===== config.mk =====
export PLATFORM = sky130hd
export DESIGN_NAME = pipe_hazard_ctrl_flat
export DESIGN_NICKNAME = d
export VERILOG_FILES = /design/src/rtl/pipe_hazard_ctrl_if.sv /design/src/rtl/pipe_hazard_ctrl.sv /design/src/flat_wrapper.sv
export SDC_FILE = /design/constraint.sdc
export NUM_CORES = 1
export LEC_CHECK = 0
export CAP_MARGIN = 30
export CELL_PAD_IN_SITES_DETAIL_PLACEMENT = 0
export CELL_PAD_IN_SITES_GLOBAL_PLACEMENT = 1
export CORE_MARGIN = 1
export CORE_UTILIZATION = 46
export CTS_CLUSTER_SIZE = 10
export DETAILED_ROUTE_END_ITERATION = 8
export DONT_BUFFER_PORTS = 1
export GPL_TIMING_DRIVEN = 0
export PLACE_DENSITY = 0.85
export SETUP_SLACK_MARGIN = 0.3
export SLEW_MARGIN = 20
export SYNTH_ARGS = -nofsm -noshare
export SYNTH_HDL_FRONTEND = slang
export SYNTH_SLANG_ARGS = --single-unit

===== constraint.sdc =====
create_clock -name clk -period 3 [get_ports clk]
set_clock_uncertainty 0.05 [all_clocks]
set_input_delay 0.3 -clock clk [delete_from_list [all_inputs] [get_ports clk]]
set_output_delay 0.3 -clock clk [all_outputs]
set_load 0.01 [all_outputs]

===== src/rtl/pipe_hazard_ctrl_if.sv =====
// pipe_hazard_ctrl_if: hazard inputs from the ID/EX/MM stages and the per-stage
// register control codes, fetch PC control and stall status returned to the pipeline
interface pipe_hazard_ctrl_if #(
   parameter int RIDX_W = 4,
   parameter int CNT_W  = 32
);
   logic [RIDX_W-1:0] id_src_x, id_src_y, ex_dst;
   logic id_use_x, id_use_y, ex_is_load, ex_br_taken, mm_req, mm_ready;
   logic [1:0] ctrl_ifid, ctrl_idex, ctrl_exmm, ctrl_mmwb;
   logic pc_hold, pc_redirect, mem_err;
   logic [CNT_W-1:0] stall_cnt;
   modport master (
      output id_src_x, id_src_y, id_use_x, id_use_y, ex_dst, ex_is_load, ex_br_taken, mm_req, mm_ready,
      input  ctrl_ifid, ctrl_idex, ctrl_exmm, ctrl_mmwb, pc_hold, pc_redirect, mem_err, stall_cnt
   );
   modport slave (
      input  id_src_x, id_src_y, id_use_x, id_use_y, ex_dst, ex_is_load, ex_br_taken, mm_req, mm_ready,
      output ctrl_ifid, ctrl_idex, ctrl_exmm, ctrl_mmwb, pc_hold, pc_redirect, mem_err, stall_cnt
   );
endinterface


===== src/rtl/pipe_hazard_ctrl.sv =====
// pipe_hazard_ctrl: per-stage PASS/HOLD/FLUSH codes and fetch PC control for
// load-use hazards, taken branches resolved in EX and multi-cycle data-cache accesses
module pipe_hazard_ctrl #(
   parameter int RIDX_W   = 4,
   parameter int LU_STALL = 1,
   parameter int MEM_TMO  = 64,
   parameter int CNT_W    = 32
) (
   input logic clk,
   input logic rst,
   pipe_hazard_ctrl_if.slave bus
);
   localparam logic [1:0] RUN = 2'd0, LU_WAIT = 2'd1, MEM_WAIT = 2'd2;
   localparam logic [1:0] PASS = 2'b00, HOLD = 2'b01, FLUSH = 2'b10;
   localparam logic [2:0] LU_INIT = 3'(LU_STALL - 1);
   localparam logic [7:0] TMO = 8'(MEM_TMO);
   logic [1:0] state, state_nx;
   logic [2:0] lu_cnt, lu_cnt_nx;
   logic [7:0] wait_cnt, wait_cnt_nx;
   logic [CNT_W-1:0] stall_q;
   logic [7:0] ctrl;
   logic lu, ms, tmo, hold, redir, err_q;
   assign lu = bus.ex_is_load && bus.ex_dst != RIDX_W'(0) &&
               ((bus.id_use_x && bus.id_src_x == bus.ex_dst) || (bus.id_use_y && bus.id_src_y == bus.ex_dst));
   assign ms = bus.mm_req && !bus.mm_ready;
   assign tmo = state == MEM_WAIT && !bus.mm_ready && wait_cnt == TMO;
   // A timeout abandons any pending load-use bubbles; a normal cache completion resumes them.
   always_comb begin
      ctrl = {PASS, PASS, PASS, PASS};
      {hold, redir} = 2'b00;
      {state_nx, lu_cnt_nx, wait_cnt_nx} = {state, lu_cnt, wait_cnt};
      if (state == MEM_WAIT) begin
         if (bus.mm_ready || tmo) begin
            state_nx = (tmo || lu_cnt == 3'd0) ? RUN : LU_WAIT;
            lu_cnt_nx = tmo ? 3'd0 : lu_cnt;
            wait_cnt_nx = 8'd0;
         end else begin
            {ctrl, hold} = {HOLD, HOLD, HOLD, FLUSH, 1'b1};
            wait_cnt_nx = wait_cnt + 8'd1;
         end
      end else if (ms) begin
         {ctrl, hold} = {HOLD, HOLD, HOLD, FLUSH, 1'b1};
         state_nx = MEM_WAIT;
         wait_cnt_nx = 8'd1;
      end else if (state == LU_WAIT) begin
         {ctrl, hold} = {HOLD, FLUSH, PASS, PASS, 1'b1};
         state_nx = lu_cnt == 3'd1 ? RUN : LU_WAIT;
         lu_cnt_nx = lu_cnt - 3'd1;
      end else if (bus.ex_br_taken) begin
         {ctrl, redir} = {FLUSH, FLUSH, PASS, PASS, 1'b1};
      end else if (lu) begin
         {ctrl, hold} = {HOLD, FLUSH, PASS, PASS, 1'b1};
         state_nx = LU_STALL > 1 ? LU_WAIT : RUN;
         lu_cnt_nx = LU_INIT;
      end
      if (rst) {ctrl, hold, redir} = '0;
   end
   always_ff @(posedge clk) begin
      if (rst) begin
         state <= RUN;
         lu_cnt <= '0;
         wait_cnt <= '0;
         err_q <= 1'b0;
         stall_q <= '0;
      end else begin
         state <= state_nx;
         lu_cnt <= lu_cnt_nx;
         wait_cnt <= wait_cnt_nx;
         err_q <= err_q | tmo;
         if (hold && !(&stall_q)) stall_q <= stall_q + CNT_W'(1);
      end
   end
   assign {bus.ctrl_ifid, bus.ctrl_idex, bus.ctrl_exmm, bus.ctrl_mmwb} = ctrl;
   assign bus.pc_hold = hold;
   assign bus.pc_redirect = redir;
   assign bus.mem_err = err_q;
   assign bus.stall_cnt = stall_q;
endmodule


===== src/flat_wrapper.sv =====
// flat-port wrapper written by rule: the top's interface ports become plain ports
module pipe_hazard_ctrl_flat 
#(
   parameter int RIDX_W   = 4,
   parameter int LU_STALL = 1,
   parameter int MEM_TMO  = 64,
   parameter int CNT_W    = 32
)
  (clk, rst, bus_id_src_x, bus_id_src_y, bus_id_use_x, bus_id_use_y, bus_ex_dst, bus_ex_is_load, bus_ex_br_taken, bus_mm_req, bus_mm_ready, bus_ctrl_ifid, bus_ctrl_idex, bus_ctrl_exmm, bus_ctrl_mmwb, bus_pc_hold, bus_pc_redirect, bus_mem_err, bus_stall_cnt);
  pipe_hazard_ctrl_if #(.RIDX_W(RIDX_W), .CNT_W(CNT_W)) bus_i ();
  input logic clk;
  input logic rst;
  input wire logic [$bits(bus_i.id_src_x)-1:0] bus_id_src_x;
  input wire logic [$bits(bus_i.id_src_y)-1:0] bus_id_src_y;
  input wire logic [$bits(bus_i.id_use_x)-1:0] bus_id_use_x;
  input wire logic [$bits(bus_i.id_use_y)-1:0] bus_id_use_y;
  input wire logic [$bits(bus_i.ex_dst)-1:0] bus_ex_dst;
  input wire logic [$bits(bus_i.ex_is_load)-1:0] bus_ex_is_load;
  input wire logic [$bits(bus_i.ex_br_taken)-1:0] bus_ex_br_taken;
  input wire logic [$bits(bus_i.mm_req)-1:0] bus_mm_req;
  input wire logic [$bits(bus_i.mm_ready)-1:0] bus_mm_ready;
  output wire logic [$bits(bus_i.ctrl_ifid)-1:0] bus_ctrl_ifid;
  output wire logic [$bits(bus_i.ctrl_idex)-1:0] bus_ctrl_idex;
  output wire logic [$bits(bus_i.ctrl_exmm)-1:0] bus_ctrl_exmm;
  output wire logic [$bits(bus_i.ctrl_mmwb)-1:0] bus_ctrl_mmwb;
  output wire logic [$bits(bus_i.pc_hold)-1:0] bus_pc_hold;
  output wire logic [$bits(bus_i.pc_redirect)-1:0] bus_pc_redirect;
  output wire logic [$bits(bus_i.mem_err)-1:0] bus_mem_err;
  output wire logic [$bits(bus_i.stall_cnt)-1:0] bus_stall_cnt;
  assign bus_i.id_src_x = bus_id_src_x;
  assign bus_i.id_src_y = bus_id_src_y;
  assign bus_i.id_use_x = bus_id_use_x;
  assign bus_i.id_use_y = bus_id_use_y;
  assign bus_i.ex_dst = bus_ex_dst;
  assign bus_i.ex_is_load = bus_ex_is_load;
  assign bus_i.ex_br_taken = bus_ex_br_taken;
  assign bus_i.mm_req = bus_mm_req;
  assign bus_i.mm_ready = bus_mm_ready;
  assign bus_ctrl_ifid = bus_i.ctrl_ifid;
  assign bus_ctrl_idex = bus_i.ctrl_idex;
  assign bus_ctrl_exmm = bus_i.ctrl_exmm;
  assign bus_ctrl_mmwb = bus_i.ctrl_mmwb;
  assign bus_pc_hold = bus_i.pc_hold;
  assign bus_pc_redirect = bus_i.pc_redirect;
  assign bus_mem_err = bus_i.mem_err;
  assign bus_stall_cnt = bus_i.stall_cnt;
  pipe_hazard_ctrl #(.RIDX_W(RIDX_W), .LU_STALL(LU_STALL), .MEM_TMO(MEM_TMO), .CNT_W(CNT_W)) u_core (.clk(clk), .rst(rst), .bus(bus_i));
endmodule

# Word-level counts from Yosys, hierarchy flattened

Index checks and enable logic that the tools add are counted.

Register bits after elaboration: 46
Output and inout bits: 43
Word-level logic and storage cells: 78

$add $sub $neg: 3
Equality and inequality tests: 11
Mux-type cells: 37
Bitwise operators: 1
Reduce and logical (&&, ||, !) cells: 21

Operators with widths:

| operator                | number |
|---|---|
| $mux W8                 | 8 |
| $add A32 B1 Y32 const B | 1 |
| $reduce_and A32 Y1      | 1 |
| $mux W3                 | 7 |
| $mux W1                 | 14 |
| $mux W7                 | 2 |
| $mux W2                 | 6 |
| $add A8 B1 Y8 const B   | 1 |
| $eq A4 B4 Y1            | 2 |
| $eq A8 B7 Y1 const B    | 1 |
| $logic_and A1 B1 Y1     | 8 |
| $reduce_bool A4 Y1      | 2 |
| $reduce_and A5 Y1       | 1 |
| $ne A2 B2 Y1 const B    | 2 |
| $ne A4 B1 Y1 const B    | 1 |
| $eq A3 B1 Y1 const B    | 1 |
| $logic_not A3 Y1        | 1 |
| $logic_or A1 B1 Y1      | 3 |
| $ne A3 B1 Y1 const B    | 1 |
| $reduce_and A3 Y1       | 1 |
| $reduce_bool A3 Y1      | 1 |
| $sub A3 B1 Y3 const B   | 1 |
| $eq A2 B1 Y1 const B    | 1 |
| $eq A2 B2 Y1 const B    | 1 |
| other kinds (4)         | 5 |

# Depth between registers and ports, before layout

Gate-level depths: netlist of the first run.

Depth in word-level cells: 11
Mapped depth: 11

# Worst setup path after synthesis of the first run

Ideal clock, no wire load.

Path kind: reg-to-reg
Start point: register u_core.state[0]
End point: register u_core.stall_q[26] (netlist: u_core.bus.stall_cnt[26])
Library setup time: 0.121 ns
Arrival: 2.249 ns
Data required time: 2.829 ns
Slack: 0.580 ns
Stages on the path, launching flop included: 10
Cells stage by stage: dfxtp_1 > inv_1 > ha_1 > clkbuf_1 > a21oi_1 > o41ai_4 > or4b_4 > o21ai_4 > nand3_2 > mux2_4

Longest elaborated chain between the ends: 8

RTL lines:

| what                             | line                                           | text |
|---|---|---|
| start, declared                  | pipe_hazard_ctrl.sv:17                         | `logic [1:0] state, state_nx;` |
| start signal, assigned           | pipe_hazard_ctrl.sv:66                         | `state <= state_nx;` |
| $eq A2 B2 Y1                     | pipe_hazard_ctrl.sv:26, pipe_hazard_ctrl.sv:32 |  |
| $logic_and A1 B1 Y1 (2 in a row) | pipe_hazard_ctrl.sv:26                         | `assign tmo = state == MEM_WAIT && !bus.mm_ready && wait_cnt == TMO;` |
| $logic_or A1 B1 Y1               | pipe_hazard_ctrl.sv:33                         | `if (bus.mm_ready \|\| tmo) begin` |
| $mux W1                          | pipe_hazard_ctrl.sv:33                         |  |
| $mux W1 *                        | pipe_hazard_ctrl.sv:32                         | `if (state == MEM_WAIT) begin` |
| $mux W1 *                        | pipe_hazard_ctrl.sv:56                         | `if (rst) {ctrl, hold, redir} = '0;` |
| $logic_and A1 B1 Y1 *            | pipe_hazard_ctrl.sv:70                         | `if (hold && !(&stall_q)) stall_q <= stall_q + CNT_W'(1);` |
| end signal, assigned             | pipe_hazard_ctrl.sv:70                         |  |
| end, declared                    | pipe_hazard_ctrl.sv:20                         | `logic [CNT_W-1:0] stall_q;` |

Every way passes the cells marked *; elsewhere a longest branch is shown, timed or not.
A chain may end at the register's enable or synchronous reset.

# Final worst setup path of the first run

Start point: register u_core.stall_q[8] (netlist: u_core.bus.stall_cnt[8])
End point: register u_core.stall_q[26] (netlist: u_core.bus.stall_cnt[26])

Longest elaborated chain between the ends: 3

RTL lines:

| what |
|---|
| branches (longest 3 deep; another with $add A32 B1 Y32) |

Several ways; the timed one is not identified.

==> summary.md, run 1 <==
| Metric | Value |
|---|---|
| Comb pwr share | 14.9% |
| Starting Density | 47.8% |
| Worst hold path type | input pin to flop |
| Layout Nets | 358 |
| Synthesized flop and latch total | 46 |
| Fillers | 571 |
| Peak VDD IR | 221 uV |
| Die H | 77.9 um |
| # IOs | 63 |
| Reg2Reg Depth | 7 |
| Sequential share of the synthesized area | 34.7% |
| RSZ-0062 raised after global routing | true |
| Final period util | 84.5% |
| Cell Pwr Density | 444 nW/um2 |
| Final setup TNS | 0 ns |
| TritonCTS clock tree | built |
| Synth async-reset ratio | 0% |
| Die Wd | 77.9 um |
| Worst endpoint required time | 3.14 ns |
| Iteration-0 DRC Markers | 106 |
| RR Startpoint | u_core.bus.stall_cnt[8] |
| Leak Pwr | 1.00 nW |
| Final Critical Period | 2.54 ns |
| Startpoint types | flop |
| NetSw | 340 uW |
| Clk pwr share | 35.7% |
| Setup-failing EPs final | 0 |
| CTS buffer count | 5 |
| Site Rows | 27 |
| Vias in the first global route | 2141 |
| Post-Syn Instances | 322 |
| CTS sink cnt | 46 |
| Placed Cells incl. Taps | 395 |
| Reg-to-Reg End | u_core.bus.stall_cnt[26] |
| Routed WL per cell | 14.5 um |
| Core outline area | 5540 um2 |
| Delay-heaviest family, CP | simple AND/OR/NAND/NOR gates |
| Clk buf depth | 2 |
| Worst setup path startpoint | u_core.bus.stall_cnt[8] |
| Gpl congestion | 0.757 |
| CP endpoint kind | flop |
| Top FF cell, synth | dfxtp_1 |
| Initial antenna violation count | 0 |
| Post-route insts no fill | 403 |
| Fmax achieved | 394 MHz |
| GRT Total Usage | 20.8% |
| Most frequent CP cell | nand3_2 |
| Post-Syn Area | 2650 um2 |
| Number of max-cap violations | 0 |
| Critical Path Max Stage Delay | 0.51 ns |
| First-pass GRT wire length | 10.0 mm |
| Crit-path slowest cell | or4b_4 |
| Via count | 2237 |
| Worst Path Buf+Inv | 0 |
| Die area | 6070 um2 |
| Total global routing overflow | 0 |
| Clk slew on worst S/H paths | 0.09 ns |
| Root Buffer | clkbuf_8 |
| Post-CTS Hold Buffers | 0 |
| Post-CTS Setup Inserts | 0 |
| Drt via density | 5.55 |
| Clk_lat worst skew | 0.30 ns |
| WL final | 5.85 mm |
| Synth Warn # | 0 |
| Area growth from synthesis to layout | 8.55% |
| Residual DRC | 0 |
| Worst-path cell chain | nand4_2 -> nor4_4 -> nand3_2 -> or4b_4 -> o21ai_4 -> nand3_2 -> mux2_4 |
| Final Hold Fails | 0 |
| WS Path Type | flop to flop |
| Internal power | 937 uW |
| Share of post-route cells with drive strength above 1 | 11.5% |
| Initial DRT Pass Iterations | 4 |
| Crit path capture | u_core.bus.stall_cnt[26] |
| Slew @ Worst Pin | 0.672 ns |
| Cell variety after synth | 53 |
| Final ANT Viol Nets | 0 |
| I/O Buffers | 0 |
| Status | completed |
| Avg Inst Size Synth | 8.23 um2 |
| Sequential Power Share | 49.4% |
| Worst path arrival time | 2.68 ns |
| Max Slew Vio Count | 0 |
| Post-DP HPWL | 4.42 mm |
| Crit-path max FO | 6 |
| R2R Setup Slk | 0.46 ns |
| Sw Share | 26.6% |
| Largest net degree at the start of global routing | 14 |
| Relative slew margins | 54.8% |
| H-tree levels | 2 |
| Post-synth EDFFs | 0 |
| ANT cells | 0 |
| WP depth | 7 |
worst register-to-register path, cell delays in order (launching register included):
cell     delay [ns]
dfxtp_1        0.48
nand4_2        0.23
nor4_4         0.36
nand3_2        0.15
or4b_4         0.51
o21ai_4        0.23
nand3_2        0.11
mux2_4         0.31
per-stage QoR:
| stage | cell area [um2] | total power, mW | setup slack (ns) | hold slack [ns] | utilization (%) |
|---|---|---|---|---|---|
| after CTS | 2860 | 1.29 | 0.350 | 0.177 | 51.6 |
| after global placement | 2740 | 0.827 | 0.0874 | 0.416 | 49.5 |
| after global routing | 2880 | 1.34 | 0.278 | 0.154 | 51.9 |
| final | 2880 | 1.28 | 0.465 | 0.155 | 51.9 |
| after floorplan | 2650 | 0.788 | 0.580 | 0.385 | - |
| after detailed placement | 2740 | 0.830 | 0.0903 | 0.431 | 49.5 |
flip-flops by register name, indices dropped and copies added (netlist names):
name	flops
u_core.bus.stall_cnt	32
u_core.wait_cnt	8
u_core.lu_cnt	3
u_core.state	2
u_core.bus.mem_err	1
placed cells by master, fill, tap and decap left out, drive strengths merged, types with 2 or more instances in the layout:
master,n
nand2b,8
or3,2
clkbuf,15
nand2,15
nor3b,5
xor2,7
and4,2
a21oi,9
and3,6
a31o,2
o31ai,4
nand3,21
and2,3
xnor2,26
nor4,8
nor2,47
nand4,5
o211ai,2
or4b,2
o22ai,3
a211oi,2
o21ai,13
ha,8
buf,10
conb,2
dfxtp,46
mux2i,3
a41o,2
nor2b,3
o41ai,2
nor3,19
inv,16
a311oi,2
cell usage after synthesis, types with 4 or more instances:
master     n  area share [%]
and3_1     6             1.4
o31ai_1    4             1.1
ha_1       8             3.8
nand3_1   19             3.6
nor3_1    19             3.6
o21ai_0   12             2.3
nand4_1    4            0.94
nand2b_1   8             1.9
nand2_1   15             2.1
inv_1     16             2.3
a21oi_1    8             1.5
nor4_1     7             1.7
nor2_1    46             6.5
buf_4      6             1.7
nor3b_1    5             1.4
xnor2_1   26             8.6
xor2_1     7             2.3
clkbuf_1   8             1.1
dfxtp_1   46              35
cell type report:
type	count	area, um2	area share (%)
multi-input cells	243	1600	55.6
clock buffers	7	76.3	2.65
flip-flops and latches	46	925	32.1
inverters	16	60.1	2.09
plain buffers	18	96.3	3.35
well taps	72	90.1	3.13
clock inverters	1	30.0	1.04
kinds of logic after synthesis:
family / count (synthesis) / synth area share, %
muxes: 4 / 1.70
buffers and inverters: 34 / 5.81
DFF: 46 / 34.7
AOI/OAI and AO/OA: 47 / 13.1
other: 1 / 0.142
and+or+nand+nor: 149 / 29.8
xor gates and xnor gates: 33 / 10.9
adders and majority gates: 8 / 3.78
layer usage:
metal	up-vias	global-route usage [%]	part of all wire [%]
li1	1135	-	-
met1	1041	24.6	45
met2	49	35.3	49
met3	12	5.53	4.2
met4	0	8.70	2.2
met5	-	0	0
how the worst min path moves through the flow:
stage | from | end | cells past startpoint
6_report | rst | u_core.wait_cnt[0] | 3
3_3_place_gp | u_core.wait_cnt[7] | u_core.wait_cnt[7] | 1
3_5_place_dp | u_core.wait_cnt[7] | u_core.wait_cnt[7] | 1
2_1_floorplan | u_core.wait_cnt[7] | u_core.wait_cnt[7] | 1
5_1_grt | rst | u_core.wait_cnt[0] | 3
4_1_cts | rst | u_core.wait_cnt[0] | 3
power groups by stage:
stage | sequential, mW | clock (mW) | combinational (mW)
CTS | 0.631 | 0.468 | 0.188
detailed placement | 0.645 | 0 | 0.185
global route | 0.633 | 0.493 | 0.213
floorplan | 0.643 | 0 | 0.145
global placement | 0.645 | 0 | 0.182
finish | 0.631 | 0.455 | 0.190
repair_timing:
action                                  CTS  global route
endpoints found under the hold margin     0             0
endpoints found under the setup margin   21            25
resized for setup                         2             8
(Power assumes the default switching activity.)
==> run 2: changes to the inputs <==
--- a/config.mk
+++ b/config.mk
@@ -9,12 +9,12 @@
 export CELL_PAD_IN_SITES_DETAIL_PLACEMENT = 0
 export CELL_PAD_IN_SITES_GLOBAL_PLACEMENT = 1
 export CORE_MARGIN = 1
-export CORE_UTILIZATION = 46
+export CORE_UTILIZATION = 42
 export CTS_CLUSTER_SIZE = 10
 export DETAILED_ROUTE_END_ITERATION = 8
 export DONT_BUFFER_PORTS = 1
 export GPL_TIMING_DRIVEN = 0
-export PLACE_DENSITY = 0.85
+export PLACE_DENSITY = 0.82
 export SETUP_SLACK_MARGIN = 0.3
 export SLEW_MARGIN = 20
 export SYNTH_ARGS = -nofsm -noshare
==> constraint.sdc (replaced) <==
create_clock -name clk -period 2.33 [get_ports clk]
set_clock_uncertainty 0.05 [all_clocks]
set_input_delay 0.233 -clock clk [delete_from_list [all_inputs] [get_ports clk]]
set_output_delay 0.233 -clock clk [all_outputs]
set_load 0.01 [all_outputs]
==> run 2 against run 1 <==
- the flow now finishes with violations (negative setup slack)
- sequential cell count stayed put
- core utilization increased by 8.6 points
- sequential share of layout area down 5.2 points
- wire length grew 22%
- maximum frequency up 8.0%
- hold slack lost 0.016 ns
- cell count rose by 8.4%
- sequential power grew 28%
- register-to-register slack got worse by 0.48 ns
- critical path type unchanged
- critical endpoint unchanged
- largest cell class unchanged
==> summary.md, run 2 (synthesized netlist as in run 1, its figures left out) <==
| Metric | Value |
|---|---|
| Status | finished with violations |
| Failing checks | negative setup slack |
| Iteration-0 DRC Markers | 101 (-4.7%) |
| Starting Density | 44.2% (-3.6 points) |
| Final Critical Period | 2.35 ns (-0.187 ns) |
| Final Util | 60.5% (+8.6 points) |
| Peak VDD IR | 276 uV (+25%) |
| Clk_lat worst skew | 0.31 ns (about the same) |
| R2R Setup Slk | -0.02 ns (-0.48 ns) |
| CTS sink cnt | 46 (unchanged) |
| Internal power | 1.30 mW (+39%) |
| WL final | 7.15 mm (+22%) |
| Cell Pwr Density | 509 nW/um2 (+15%) |
| Beginning of the worst hold path | bus_ex_br_taken |
| Setup-failing EPs final | 1 (+1) |
| Initial DRT Pass Iterations | 4 (unchanged) |
| RSZ-0062 raised after global routing | true |
| WS Path Type | flop to flop |
| Number of max-cap violations | 0 (unchanged) |
| CTS buffer count | 5 (unchanged) |
| Die Wd | 81.4 um (+4.5%) |
| Reg2Reg Depth | 10 (+3) |
| Critical Path Max Stage Delay | 0.52 ns (about the same) |
| Worst hold slack | 0.140 ns (-0.0159 ns) |
| Max Slew Vio Count | 0 (unchanged) |
| Max reg flops | 32 (unchanged) |
| Post-DP HPWL | 4.60 mm (+4.1%) |
| Site Rows | 28 (+3.7%) |
| Commonest non-fill, non-tap cell in the layout | nor2_1 |
| # IOs | 63 (unchanged) |
| ANT cells | 0 (unchanged) |
| Die area | 6630 um2 (+9.3%) |
| Final Hold Fails | 0 (unchanged) |
| First-pass GRT wire length | 11.1 mm (+11%) |
| Via count | 2418 (+8.1%) |
| Largest net degree at the start of global routing | 15 (+1) |
| Setup Slack @ Placement | -0.317 ns (-0.407 ns) |
| Share of post-route cells with drive strength above 1 | 38.1% (+27 points) |
| Clk pwr share | 32.4% (-3.3 points) |
| Root Buffer | clkbuf_8 |
| Post-CTS Hold Buffers | 0 (unchanged) |
| H-tree levels | 2 (unchanged) |
| Die H | 81.4 um (+4.5%) |
| Area growth from synthesis to layout | 36.8% |
| Placed Area | 2850 um2 (+3.9%) |
| RR Startpoint | u_core.state[0] |
| Hold Crit Depth | 3 (unchanged) |
| Total global routing overflow | 0 (unchanged) |
| Total power | 1.85 mW (+45%) |
| Clk slew on worst S/H paths | 0.08 ns (about the same) |
| Crit-path slowest cell | or4b_4 |
| Core outline area | 5990 um2 (+8.1%) |
| Sw Share | 29.4% (+2.8 points) |
| Slew @ Worst Pin | 0.655 ns (-0.0167 ns) |
| Initial antenna violation count | 0 (unchanged) |
| I/O Buffers | 0 (unchanged) |
| Worst hold path type | input pin to flop |
| Routed WL per cell | 16.4 um (+13%) |
| GRT Total Usage | 21.9% (+1.1 points) |
| Final period util | 101% (+16 points) |
| Relative slew margins | 56.2% (+1.4 points) |
| Hold Path Sink | u_core.state[0] |
| Startpoint types | flop |
| Worst endpoint required time | 2.48 ns (-0.66 ns) |
| Setup ws final | -0.0183 ns (-0.483 ns) |
| Gpl congestion | 0.841 (+11%) |
| CP endpoint kind | flop |
| Fin area | 3620 um2 (+26%) |
| NetSw | 544 uW (+60%) |
| Sequential Power Share | 43.7% (-5.7 points) |
| Most frequent cells in the layout | nor2_1 (41), buf_4 (27), xnor2_1 (25) |
| Fmax achieved | 426 MHz (+8.0%) |
| Reg-to-Reg End | u_core.bus.stall_cnt[26] |
| Vias in the first global route | 2384 (+11%) |
| TritonCTS clock tree | built |
| Clk buf depth | 2 (unchanged) |
| Comb pwr share | 23.9% (+9.0 points) |
| Layout Nets | 389 (+8.7%) |
| Worst-path cell chain | inv_2 -> ha_4 -> clkbuf_16 -> a21oi_4 -> o41ai_4 -> buf_6 -> or4b_4 -> o21ai_4 -> nand3_2 -> mux2_4 |
| Crit-path max FO | 6 (unchanged) |
| Leak Pwr | 1.28 nW (+28%) |
| Residual DRC | 0 (unchanged) |
| Worst path arrival time | 2.50 ns (-0.18 ns) |
| Drt via density | 5.53 (-0.32%) |
| Final ANT Viol Nets | 0 (unchanged) |
run 2: per-stage QoR:
step,setup TNS (ns),instances
floorplan,0,323
CTS,0,423
global placement,-4.32,398
finish,-0.0183,437
detailed placement,-4.72,398
global route,-0.697,437
run 2: timing repair:
| item | CTS | global route |
|---|---|---|
| gates cloned | 1 | 2 |
| setup buffers | 16 | 12 |
| endpoints found under the setup margin | 47 | 46 |
| endpoints found under the hold margin | 0 | 0 |
| resized for setup | 49 | 59 |
| pin swaps | 11 | 18 |
run 2: how the worst max path moves through the flow:
stage                  startpoint                       end  slack (ns)  depth (start not counted)
4_1_cts        u_core.wait_cnt[3]  u_core.bus.stall_cnt[30]        0.06                          7
3_3_place_gp      u_core.state[1]   u_core.bus.stall_cnt[9]       -0.32                          8
2_1_floorplan     u_core.state[0]  u_core.bus.stall_cnt[26]        0.09                          9
6_report          u_core.state[0]  u_core.bus.stall_cnt[26]       -0.02                         10
3_5_place_dp      u_core.state[1]   u_core.bus.stall_cnt[9]       -0.32                          8
5_1_grt           u_core.state[0]  u_core.bus.stall_cnt[26]       -0.09                         10
run 2: routing by layer:
layer,vias up,track usage [%],wire (um)
li1,1199,-,-
met1,1124,25.4,2920
met2,75,38.1,3590
met3,20,6.00,401
met4,0,8.04,232
met5,-,0,0
run 2: worst max-delay path: cells and delay by family, from the launching register on:
family / cells / cell delay [ns]
buf+inv: 3 / 0.35
simple gates: 2 / 0.61
flops: 1 / 0.34
mux: 1 / 0.30
fa+ha+maj: 1 / 0.16
compound gates: 3 / 0.43
run 2: final cells by class:
type	instances	area, um2
clock inverters	3	40.0
repair buffers	31	268
inverters	16	60.1
well taps	75	93.8
plain buffers	18	161
multi-input cells	243	1950
flip-flops and latches	46	978
fillers	511	2370
clock buffers	5	68.8
run 2: power groups by stage:
stage	clock, mW	combinational [mW]	sequential [mW]
finish	0.599	0.441	0.807
global route	0.641	0.471	0.810
CTS	0.611	0.336	0.809
detailed placement	0	0.253	0.835
global placement	0	0.251	0.835
floorplan	0	0.200	0.832
==> run 3: changes to the inputs <==
--- a/config.mk
+++ b/config.mk
@@ -10,7 +10,6 @@
 export CELL_PAD_IN_SITES_GLOBAL_PLACEMENT = 1
 export CORE_MARGIN = 1
 export CORE_UTILIZATION = 42
-export CTS_CLUSTER_SIZE = 10
 export DETAILED_ROUTE_END_ITERATION = 8
 export DONT_BUFFER_PORTS = 1
 export GPL_TIMING_DRIVEN = 0
==> results of run 3 <==
No change in the layout: final DEF, timing and power equal those of run 2.
==> edit 1, RTL diff (config.mk and constraints of run 1) <==
`RIDX_W` is set to 4 in 3 places; all go to 5.
--- a/src/rtl/pipe_hazard_ctrl_if.sv
+++ b/src/rtl/pipe_hazard_ctrl_if.sv
@@ -1,7 +1,7 @@
 // pipe_hazard_ctrl_if: hazard inputs from the ID/EX/MM stages and the per-stage
 // register control codes, fetch PC control and stall status returned to the pipeline
 interface pipe_hazard_ctrl_if #(
-   parameter int RIDX_W = 4,
+   parameter int RIDX_W = 5,
    parameter int CNT_W  = 32
 );
    logic [RIDX_W-1:0] id_src_x, id_src_y, ex_dst;
--- a/src/rtl/pipe_hazard_ctrl.sv
+++ b/src/rtl/pipe_hazard_ctrl.sv
@@ -1,7 +1,7 @@
 // pipe_hazard_ctrl: per-stage PASS/HOLD/FLUSH codes and fetch PC control for
 // load-use hazards, taken branches resolved in EX and multi-cycle data-cache accesses
 module pipe_hazard_ctrl #(
-   parameter int RIDX_W   = 4,
+   parameter int RIDX_W   = 5,
    parameter int LU_STALL = 1,
    parameter int MEM_TMO  = 64,
    parameter int CNT_W    = 32
--- a/src/flat_wrapper.sv
+++ b/src/flat_wrapper.sv
@@ -1,7 +1,7 @@
 // flat-port wrapper written by rule: the top's interface ports become plain ports
 module pipe_hazard_ctrl_flat 
 #(
-   parameter int RIDX_W   = 4,
+   parameter int RIDX_W   = 5,
    parameter int LU_STALL = 1,
    parameter int MEM_TMO  = 64,
    parameter int CNT_W    = 32
Interface: changed (resized bus_ex_dst, bus_id_src_x and bus_id_src_y); port bits go from 63 to 66. No check against the original RTL was run, so the function may have changed too.
==> edit 1 against run 1 <==
  * Worst setup slack gained 79 ps
  * Utilization shrank 0.57 points
  * Sequential share of layout area shrank 1.9 points
  * Sequential cell count is the same
  * Routed wire length grew 20%
  * Total power grew 1.5%
  * Area after synthesis grew 6.8%
  * Cell area grew 5.7%
  * Largest cell class unchanged
==> edit 1: results (changes against run 1) <==
Final nets 382 (+6.7%); Main synth FF type dfxtp_1; Total Wirelength 7.03 mm (+20%); drt first pass iters 4 (unchanged); worst slack, placed 494 ps (+404 ps); Cells after Synth 342 (+6.2%); iteration-0 DRC count of the detailed router 129 (+22%); Max transition margin 56.2% (+1.5 points); Global Route Usage Sum 22.6% (+1.9 points); share of layout cells above drive strength 1 10.2% (-1.3 points); vias in the first global route 2460 (+15%); # fillers 588 (+3.0%); synth top area cells dfxtp_1 (33%), o31ai_1 (6.4%), or4_1 (5.3%); first-pass GRT wire length 11.5 mm (+15%); status finished clean; P_leak 1.01 nW (+0.62%); GP Congestion 0.826 (+9.2%); Post-Layout Cell Count 427 (+6.0%); sequential area share after synthesis 32.6% (-2.2 points); CTS buffer count 5 (unchanged); Post-synth top cells dfxtp_1 (46), a21oi_1 (29), o31ai_1 (24); post-synth cell types 58 (+9.4%); CP Data Arrival Time 2630 ps (-50 ps); via count 2666 (+19%); Compound-Gate Fraction of Synth Area 23.6% (+11 points); XOR/XNOR Fraction of Synth Area 3.72% (-7.2 points); Post-Synth Adder-Cell Area 3.54% (-0.24 points); Cells after DPL 418 (+5.8%); Final HPWL DP 5.09 mm (+15%); mux contribution to synthesized area 1.59% (-0.11 points); Post-CTS Resized 0 (-2); Peak VDD IR 266 uV (+20%); Crit Path Max Fanout 10 (+4)
==> edit 1: kinds of logic (layout without fill, tap and decap cells) <==
logic type / Yosys count / count (layout)
XOR/XNOR: 12 / 12
adder cells (fa/ha/maj): 8 / 8
AO/OA/AOI/OAI: 99 / 99
flip-flops: 46 / 46
multiplexers: 4 / 4
AND/OR/NAND/NOR: 132 / 132
buffers and inverters: 40 / 49
other: 1 / 2
==> edit 1: through the flow <==
stage	area, um^2	hold WS [ps]
2_1_floorplan	2830	384
3_3_place_gp	2930	422
3_5_place_dp	2930	426
4_1_cts	3030	172
5_1_grt	3040	164
6_report	3040	176
==> edit 1: metal layers <==
| layer | GRT usage, % | up-vias | share of wire, % |
|---|---|---|---|
| met2 | 39.9 | 87 | 48 |
| met1 | 27.9 | 1255 | 45 |
| met4 | 4.64 | 0 | 0.61 |
| met3 | 5.11 | 7 | 6.2 |
| li1 | - | 1317 | - |
| met5 | 0 | - | 0 |
==> edit 1: worst paths after layout <==
path / from / to / slack [ps] / depth (start not counted)
worst max-delay path: u_core.state[0] / u_core.bus.stall_cnt[17] / 540 / 9
worst max register to register: u_core.state[0] / u_core.bus.stall_cnt[17] / 540 / 9
worst min-delay path: rst / u_core.bus.stall_cnt[5] / 180 / 2
worst min register to register: u_core.state[1] / u_core.state[1] / 450 / 2
==> edit 1: layout make-up <==
| class | count | share of cell area, % |
|---|---|---|
| well taps | 75 | 3.09 |
| plain buffers | 26 | 4.69 |
| inverters | 14 | 1.73 |
| multi-input cells | 257 | 56.5 |
| clock buffers | 7 | 2.51 |
| flip-flops and latches | 46 | 30.3 |
| repair buffers | 1 | 0.247 |
| clock inverters | 1 | 0.988 |
==> edit 1: power by group <==
| group | switching [mW] | internal (mW) |
|---|---|---|
| Clock | 0.217 | 0.250 |
| Combinational | 0.122 | 0.0763 |
| Sequential | 0.0103 | 0.620 |
| Total | 0.350 | 0.946 |
==> edit 1: repair_timing <==
item | 4_1_cts | 5_1_grt
buffers inserted | 0 | 1
hold buffers | 0 | 0
setup endpoints to repair | 0 | 5
==> edit 1: critical path, cell delays in order, from the launching register on <==
cell	delay, ps
dfxtp_1	370
inv_1	60
ha_1	270
nand4b_2	180
o21ai_4	90
a211oi_2	220
a31oi_4	160
clkbuf_1	260
or4_1	570
a21oi_1	160
==> edit 2, RTL diff (settings of run 1) <==
Made on the original files. Reset style: asynchronous (`rst`), changed in one clocked block.
--- a/src/rtl/pipe_hazard_ctrl.sv
+++ b/src/rtl/pipe_hazard_ctrl.sv
@@ -55,7 +55,7 @@
       end
       if (rst) {ctrl, hold, redir} = '0;
    end
-   always_ff @(posedge clk) begin
+   always_ff @(posedge clk or posedge rst) begin
       if (rst) begin
          state <= RUN;
          lu_cnt <= '0;
Behaviour: differs if rst is asserted again (counterexample within 4 cycles, from zero or initial values and one cycle with rst high); with rst held inactive, the same outputs for 10 cycles.
==> edit 2 against run 1 <==
  * Cell area rose by 3.3%
  * Maximum frequency down 1.1%
  * Utilization is 2.0 points higher
  * First-iteration DRC count fell by 36%
  * Via count shrank 11%
  * Worst setup slack got worse by 28 ps
  * Sequential cell count did not move
  * Die area fell by 0.87%
  * Routed wire length shrank 7.1%
  * Area after synthesis shrank 0.90%
  * Synthesized cell count is 17% lower
  * Highest routed layer unchanged
Power is not compared: it rests on default switching activity, and its combinational part moved more than twofold at a synthesized area within 25%.
==> edit 2: results (changes against run 1) <==
Cells after Synth 267 (-17%); vias in the first global route 1926 (-10%); register area 0.00115 mm^2 (+24%); Post-Synth Adder-Cell Area 3.81% (+0.034 points); met2 Use GR 33.2% (-2.1 points); # fillers 515 (-9.8%); status finished clean; CP Data Arrival Time 2210 ps (-470 ps); GP Congestion 0.760 (+0.38%); buffer share of cell area 5.69% (+2.3 points); met3 Use GR 5.18% (-0.35 points); iteration-0 DRC count of the detailed router 68 (-36%); Final HPWL DP 3.94 mm (-11%); post-synth cell types 48 (-9.4%); Multi-input comb cells 199 (-18%); Final nets 311 (-13%); Post-synth top cells dfrtp_1 (46), xnor2_1 (22), nand2_1 (20); worst slack, placed 544 ps (+454 ps); Max stage delay cell, worst path or4_4; drt via density 5.59 (+0.65%); share of layout cells above drive strength 1 16.5% (+5.1 points); Max transition margin 63.6% (+8.8 points); sequential area share after synthesis 43.8% (+9.1 points); Post-synth ARST share 100% (+100 points); met2 wire length 2.67 mm (-6.0%); Global Route Usage Sum 19.8% (-0.94 points); first-pass GRT wire length 9.38 mm (-6.3%); Seq Cell Count 46 (unchanged); core area 0.00551 mm^2 (-0.61%); met1 GRT Util 24.7% (+0.12 points); Cells after DPL 341 (-14%); Post-CTS Resized 7 (+5); area of the multi-input gates 0.00138 mm^2 (-14%); DR WL met3 263 um (+6.9%); wl on met1 2.42 mm (-8.2%)
==> edit 2: final timing paths <==
check | startpoint | to | slack [ps] | cells past startpoint
worst max-delay path | u_core.state[1] | bus_ctrl_ifid[0] | 440 | 8
min in group asynchronous | rst | u_core.bus.mem_err | 410 | 2
worst max register to register | u_core.wait_cnt[0] | u_core.bus.stall_cnt[5] | 510 | 10
worst min-delay path | rst | u_core.bus.stall_cnt[28] | 250 | 3
worst min register to register | u_core.wait_cnt[7] | u_core.wait_cnt[7] | 480 | 1
max in group asynchronous | rst | u_core.bus.stall_cnt[10] | 1980 | 3
==> edit 2: logic make-up (layout without fill, tap and decap cells) <==
logic type,after synthesis,after routing
and+or+nand+nor,118,118
muxes,3,3
other,1,2
adders and majority gates,8,8
DFF,46,46
buffers and inverters,23,39
AOI/OAI and AO/OA,28,28
xor gates and xnor gates,40,40
